### config.mk
export PLATFORM = sky130hd
export DESIGN_NAME = load_store_unit
export DESIGN_NICKNAME = d
export VERILOG_FILES = /design/src/rtl/lsu_pkg.sv /design/src/rtl/lsu_lane.sv /design/src/rtl/load_store_unit.sv
export SDC_FILE = /design/constraint.sdc
export NUM_CORES = 1
export LEC_CHECK = 0
export ABC_CLOCK_PERIOD_IN_PS = 3680
export CORE_MARGIN = 2
export CORE_UTILIZATION = 31
export CTS_BUF_LIST = sky130_fd_sc_hd__clkbuf_4 sky130_fd_sc_hd__clkbuf_8
export DETAILED_ROUTE_END_ITERATION = 6
export GPL_TIMING_DRIVEN = 0
export HOLD_SLACK_MARGIN = 0.15
export PLACE_DENSITY = 0.57
export SYNTH_ARGS = -nofsm -noshare
export SYNTH_HDL_FRONTEND = slang
export SYNTH_HIERARCHICAL = 1
export SYNTH_SLANG_ARGS = --single-unit
### constraint.sdc
create_clock -name clk -period 3.68 [get_ports clk]
set_clock_uncertainty 0.15 [all_clocks]
set_input_delay 0.368 -clock clk [delete_from_list [all_inputs] [get_ports clk]]
set_output_delay 0.368 -clock clk [all_outputs]
set_load 0.05 [all_outputs]
### src/rtl/lsu_pkg.sv
// lsu_pkg: shared types for the data-side load/store unit.
//   lsu_size_e  - access size encoding as presented on req_size
//   lsu_state_e - bus sequencing FSM states
//   LSU_TIMEOUT_DEFAULT - default bus watchdog limit in cycles
package lsu_pkg;

  typedef enum logic [1:0] {
    SZ_BYTE = 2'd0,
    SZ_HALF = 2'd1,
    SZ_WORD = 2'd2,
    SZ_RSVD = 2'd3
  } lsu_size_e;

  typedef enum logic [2:0] {
    ST_IDLE    = 3'd0,
    ST_BUS_RD  = 3'd1,
    ST_RD_WAIT = 3'd2,
    ST_BUS_WR  = 3'd3,
    ST_RESP    = 3'd4
  } lsu_state_e;

  localparam int unsigned LSU_TIMEOUT_DEFAULT = 256;

endpackage

### src/rtl/lsu_lane.sv
// lsu_lane: combinational lane steering for the load/store unit.
// Ports:
//   size       in  access size
//   is_signed  in  sign-extend sub-word loads
//   addr_lo    in  byte offset within the word
//   wdata      in  right-justified store data
//   rdata      in  raw bus read word
//   byteenable out lane enables (lane i = byte offset i)
//   wdata_rep  out store data replicated across lanes
//   misaligned out access cannot be issued (misaligned or reserved size)
//   rdata_ext  out aligned and extended load data
module lsu_lane
  import lsu_pkg::*;
(
  input  lsu_size_e   size,
  input  logic        is_signed,
  input  logic [1:0]  addr_lo,
  input  logic [31:0] wdata,
  input  logic [31:0] rdata,
  output logic [3:0]  byteenable,
  output logic [31:0] wdata_rep,
  output logic        misaligned,
  output logic [31:0] rdata_ext
);

  logic [31:0] shifted;

  assign shifted = rdata >> {addr_lo, 3'b000};

  always_comb begin
    byteenable = 4'b0000;
    wdata_rep  = wdata;
    misaligned = 1'b0;
    rdata_ext  = shifted;
    case (size)
      SZ_BYTE: begin
        byteenable = 4'b0001 << addr_lo;
        wdata_rep  = {4{wdata[7:0]}};
        rdata_ext  = {{24{is_signed & shifted[7]}}, shifted[7:0]};
      end
      SZ_HALF: begin
        byteenable = addr_lo[1] ? 4'b1100 : 4'b0011;
        wdata_rep  = {2{wdata[15:0]}};
        misaligned = addr_lo[0];
        rdata_ext  = {{16{is_signed & shifted[15]}}, shifted[15:0]};
      end
      SZ_WORD: begin
        byteenable = 4'b1111;
        misaligned = |addr_lo;
      end
      default: begin
        // reserved size is rejected the same way as a misaligned access
        misaligned = 1'b1;
      end
    endcase
  end

endmodule

### src/rtl/load_store_unit.sv
// load_store_unit: data-side memory port. Turns one core load/store request
// into a single Avalon-MM transaction and returns extended load data.
// Optional feature macro: LSU_TIMEOUT_EN (bus watchdog of TIMEOUT_CYCLES).
// Ports:
//   clk, reset (sync, active-low)
//   req_*   core request: valid/write/size/signed/addr/wdata, req_ready out
//   resp_*  one-cycle completion: valid, rdata, err
//   avm_*   Avalon-MM master: address/read/write/byteenable/writedata out,
//           waitrequest/readdata/readdatavalid in
//
// state      | meaning
// ST_IDLE    | ready for a request
// ST_BUS_RD  | read command on the bus, held while waitrequest
// ST_RD_WAIT | read accepted, waiting for readdatavalid
// ST_BUS_WR  | write command on the bus, held while waitrequest
// ST_RESP    | one-cycle response to the core
module load_store_unit
  import lsu_pkg::*;
#(
  parameter int unsigned TIMEOUT_CYCLES = LSU_TIMEOUT_DEFAULT
) (
  input  logic        clk,
  input  logic        reset,
  input  logic        req_valid,
  input  logic        req_write,
  input  logic [1:0]  req_size,
  input  logic        req_signed,
  input  logic [31:0] req_addr,
  input  logic [31:0] req_wdata,
  output logic        req_ready,
  output logic        resp_valid,
  output logic [31:0] resp_rdata,
  output logic        resp_err,
  output logic [31:0] avm_address,
  output logic        avm_read,
  output logic        avm_write,
  output logic [3:0]  avm_byteenable,
  output logic [31:0] avm_writedata,
  input  logic        avm_waitrequest,
  input  logic [31:0] avm_readdata,
  input  logic        avm_readdatavalid
);

  lsu_state_e  state_q, state_d;
  lsu_size_e   size_q;
  logic        signed_q;
  logic [31:0] addr_q;
  logic [31:0] wdata_q;
  logic [31:0] rdata_q;
  logic        err_q;
  logic        timeout;

  lsu_size_e   lane_size;
  logic        lane_signed;
  logic [31:0] lane_addr;
  logic [31:0] lane_wdata_in;
  logic [3:0]  lane_be;
  logic [31:0] lane_wdata;
  logic        lane_misaligned;
  logic [31:0] lane_rdata;

  // In IDLE the lane logic checks the live request; afterwards it works on
  // the latched copy so one instance serves both accept and data phases.
  always_comb begin
    if (state_q == ST_IDLE) begin
      lane_size     = lsu_size_e'(req_size);
      lane_signed   = req_signed;
      lane_addr     = req_addr;
      lane_wdata_in = req_wdata;
    end else begin
      lane_size     = size_q;
      lane_signed   = signed_q;
      lane_addr     = addr_q;
      lane_wdata_in = wdata_q;
    end
  end

  lsu_lane u_lane (
    .size       (lane_size),
    .is_signed  (lane_signed),
    .addr_lo    (lane_addr[1:0]),
    .wdata      (lane_wdata_in),
    .rdata      (avm_readdata),
    .byteenable (lane_be),
    .wdata_rep  (lane_wdata),
    .misaligned (lane_misaligned),
    .rdata_ext  (lane_rdata)
  );

  always_comb begin
    state_d = state_q;
    case (state_q)
      ST_IDLE: begin
        if (req_valid) begin
          if (lane_misaligned) state_d = ST_RESP;
          else if (req_write)  state_d = ST_BUS_WR;
          else                 state_d = ST_BUS_RD;
        end
      end
      ST_BUS_RD: begin
        if (!avm_waitrequest) state_d = ST_RD_WAIT;
        else if (timeout)     state_d = ST_RESP;
      end
      ST_BUS_WR: begin
        if (!avm_waitrequest || timeout) state_d = ST_RESP;
      end
      ST_RD_WAIT: begin
        if (avm_readdatavalid || timeout) state_d = ST_RESP;
      end
      ST_RESP: state_d = ST_IDLE;
      default: state_d = ST_IDLE;
    endcase
  end

  always_ff @(posedge clk) begin
    if (!reset) begin
      state_q  <= ST_IDLE;
      size_q   <= SZ_BYTE;
      signed_q <= 1'b0;
      addr_q   <= '0;
      wdata_q  <= '0;
      rdata_q  <= '0;
      err_q    <= 1'b0;
    end else begin
      state_q <= state_d;
      case (state_q)
        ST_IDLE: begin
          if (req_valid) begin
            size_q   <= lsu_size_e'(req_size);
            signed_q <= req_signed;
            addr_q   <= req_addr;
            wdata_q  <= req_wdata;
            rdata_q  <= '0;
            err_q    <= lane_misaligned;
          end
        end
        ST_RD_WAIT: begin
          if (avm_readdatavalid) rdata_q <= lane_rdata;
          else if (timeout)      err_q   <= 1'b1;
        end
        ST_BUS_RD, ST_BUS_WR: begin
          if (avm_waitrequest && timeout) err_q <= 1'b1;
        end
        default: ;
      endcase
    end
  end

`ifdef LSU_TIMEOUT_EN
  localparam int CNT_W = $clog2(TIMEOUT_CYCLES + 1);

  logic [CNT_W-1:0] tmo_cnt_q;
  logic             in_bus;

  assign in_bus = (state_q == ST_BUS_RD) || (state_q == ST_BUS_WR) ||
                  (state_q == ST_RD_WAIT);

  // Restarts on every state change so BUS_RD and RD_WAIT each get a full
  // budget; fires on the last cycle so RESP follows TIMEOUT_CYCLES later.
  always_ff @(posedge clk) begin
    if (!reset)                tmo_cnt_q <= '0;
    else if (state_d != state_q) tmo_cnt_q <= '0;
    else if (in_bus)           tmo_cnt_q <= tmo_cnt_q + 1'b1;
  end

  assign timeout = in_bus && (tmo_cnt_q == CNT_W'(TIMEOUT_CYCLES - 1));
`else
  assign timeout = 1'b0;
`endif

  logic cmd_active;
  assign cmd_active = (state_q == ST_BUS_RD) || (state_q == ST_BUS_WR);

  assign req_ready      = reset && (state_q == ST_IDLE);
  assign resp_valid     = (state_q == ST_RESP);
  assign resp_err       = (state_q == ST_RESP) && err_q;
  assign resp_rdata     = (state_q == ST_RESP) ? rdata_q : '0;
  assign avm_read       = (state_q == ST_BUS_RD);
  assign avm_write      = (state_q == ST_BUS_WR);
  assign avm_address    = cmd_active ? {addr_q[31:2], 2'b00} : '0;
  assign avm_byteenable = cmd_active ? lane_be : '0;
  assign avm_writedata  = (state_q == ST_BUS_WR) ? lane_wdata : '0;

endmodule
==> impl_metrics.json <==
{
  "dr.pass1.iters": 6,
  "ys_warn_count": 6,
  "max_clock_freq_ghz": 0.287,
  "cp-start-kind": "flip-flop",
  "slew_headroom_pct": 45.6,
  "grt_max_degree": 19,
  "seq_power_share_pct": 26.0,
  "rsz0062_at_grt": "false",
  "power.leakage_nw": 3.64,
  "status": "complete, no violations",
  "cts_buffer_depth": 2,
  "synth_area_mm2": 0.00646,
  "cts_sinks": 103,
  "tritoncts": "built",
  "finalSetupViolations": 0,
  "rrSetupSlack_ns": 0.75,
  "slew_viol_final": 0,
  "path_class": "flip-flop to output pin",
  "hold_violations": 0,
  "core_area_mm2": 0.0204,
  "ys_types": 44,
  "tightest_slew_ns": 0.814,
  "routabilityCongestion": 0.844,
  "grt_pass1_wl_mm": 35.1,
  "synth_edf_count": 0,
  "ir_worst_vdd_mv": 0.244,
  "synth_cells": 817,
  "final_cell_mix": "clkdlybuf4s50_1, nand2_1, dfxtp_1, nand3_1, and2_1",
  "swShare_pct": 45.0,
  "reg2reg_depth": 11,
  "clockPowerShare_pct": 13.6,
  "wl_per_cell_um": 17.5,
  "cap_violations": 0,
  "hold_slack_ns": 0.302,
  "diodes": 0,
  "hpwlAfterDp_mm": 17.3,
  "ys_seq_elements": 103,
  "grt_pass1_vias": 6276,
  "fp.dieArea_mm2": 0.0220,
  "layout.nets": 1144,
  "initial_core_util_pct": 31.7,
  "cts_buffers": 9,
  "p_sw_mw": 2.42,
  "root_buffer": "clkbuf_8",
  "required_ns": 3.16,
  "final_common_cell": "clkdlybuf4s50_1",
  "drc_errors": 0,
  "die_w_um": 148,
  "reg2reg_to": "state_q[1]$_SDFFE_PN0P_",
  "synthTopCellsByArea": "dfxtp_1, mux2_2, nand2_1",
  "vias": 6510,
  "arrival_ns": 2.97,
  "hold_start": "wdata_q[23]$_SDFFE_PN0P_",
  "viasPerCell": 4.95,
  "htreeDepth": 3,
  "avgSynthCellArea_um2": 7.90,
  "yosys.area.top_type": "dfxtp_1",
  "ys_seq_area_share_pct": 31.9,
  "overflow": 0,
  "clk_latency_ns": 0.39,
  "clk_pin_slew_ns": 0.11,
  "p_per_area_mw_per_mm2": 593,
  "p_int_mw": 2.95,
  "syn_to_final_growth_pct": 40.4,
  "cp_max_fo": 10,
  "min_path_type": "flip-flop to flip-flop",
  "fin_crit_sh_pct": 94.7,
  "final_antenna_net_count": 0,
  "drt_iter0_drc": 380,
  "pin_count": 210,
  "synth_top_area_share_pct": 31.9,
  "fin_crit_ns": 3.49,
  "r2r_start": "state_q[2]$_SDFFE_PN0P_",
  "ys.flop_type": "dfxtp_1",
  "wl_mm": 23.0,
  "power_frac_comb_pct": 60.4,
  "rows": 52,
  "antenna_found_initial": 1,
  "tns_ns": 0,
  "die_h_um": 148,
  "drive_gt1_share_pct": 16.5,
  "async_flop_share_pct": 0,
  "port_buffers": 207,
  "holdPathStages": 2,
  "crit_path_end_kind": "output pin",
  "min_to": "wdata_q[23]$_SDFFE_PN0P_",
  "grt_use_total_pct": 20.5
}
sequential cells by signal, indices dropped and copies added (netlist names):
name      cells
state_q       3
wdata_q      32
rdata_q      32
signed_q      1
addr_q       32
err_q         1
size_q        2
worst max-delay path: stages, from the launching register on:
cell             delay (ns)
dfxtp_1                0.40
nor3_2                 0.24
buf_4                  0.19
mux2_2                 0.37
buf_4                  0.20
nor2_4                 0.13
buf_4                  0.20
mux2_2                 0.35
and3_1                 0.17
clkdlybuf4s15_2        0.33
kinds of logic after synthesis:
kind of cell | Yosys count | synth area share [%]
xor+xnor | 1 | 0.136
simple gates | 378 | 30.1
buf+inv | 92 | 7.85
other cells | 1 | 0.0581
flops | 103 | 31.9
mux | 114 | 19.0
compound gates | 128 | 11.0
power groups by stage:
stage	Clock [mW]	Sequential, mW	Combinational, mW
finish	0.728	1.40	3.25
global placement	0	1.42	3.20
detailed placement	0	1.42	3.21
global route	0.790	1.42	3.52
floorplan	0	1.39	2.30
CTS	0.753	1.39	3.23
cell usage after synthesis, types with 2 or more instances:
master      n
mux2_2     63
o21ai_1    17
a211oi_1    7
buf_2      19
nand4_1    10
and2_1     71
buf_6       7
clkbuf_1   34
o21ai_0    64
nor2_1      2
dfxtp_1   103
nand3_1    76
inv_1       4
and3_1     32
nand2b_1    2
buf_1       2
nor3b_1     2
buf_4      21
mux2i_1    50
a22oi_1     7
or2_2       9
clkbuf_2    5
nor2b_1    12
a21oi_1    28
nand2_1   151
layout make-up:
cell class / count / area [um^2]
Sequential cell: 103 / 2060
Inverter: 4 / 15.0
Clock buffer: 10 / 138
Timing Repair Buffer: 211 / 2070
Clock inverter: 6 / 51.3
Tap cell: 270 / 338
Fill cell: 2065 / 11300
Buffer: 87 / 492
Multi-Input combinational cell: 623 / 3900
per-layer routing:
layer  vias to the layer above  track usage [%]  wire, um
met1                      3023             28.2     10500
met5                         -                0        11
met3                        21             4.11      1560
met4                         2             5.00       325
li1                       3235                -         -
met2                       229             33.0     10500
per-stage QoR:
step | cells | setup slack (ns) | instance area [um^2] | total power [mW] | util (%)
final | 1314 | 0.194 | 9060 | 5.37 | 44.5
after global routing | 1314 | 0.0500 | 9060 | 5.73 | 44.5
after CTS | 1312 | -0.0522 | 9070 | 5.38 | 44.5
after detailed placement | 1295 | -0.345 | 8870 | 4.63 | 43.6
after global placement | 1295 | -0.356 | 8870 | 4.62 | 43.6
after floorplan | 818 | 0.722 | 6460 | 3.69 | -
how the worst max path moves through the flow:
stage	start	endpoint	slack, ns	cells after the start
global route	state_q[2]$_SDFFE_PN0P_	resp_rdata[10]	0.05	4
CTS	state_q[2]$_SDFFE_PN0P_	avm_writedata[15]	-0.05	9
finish	state_q[2]$_SDFFE_PN0P_	avm_writedata[9]	0.19	9
detailed placement	state_q[2]$_SDFFE_PN0P_	avm_writedata[15]	-0.35	9
global placement	state_q[2]$_SDFFE_PN0P_	avm_writedata[15]	-0.36	9
floorplan	state_q[2]$_SDFFE_PN0P_	avm_writedata[15]	0.72	8
repair_timing:
item                                    CTS  global route
setup buffers                             1             3
pin swaps                                 1             0
gates resized for setup                  53            18
endpoints found under the setup margin   28            35
hold buffers                              0             0
Note: power is estimated with default switching activity, not from simulation.
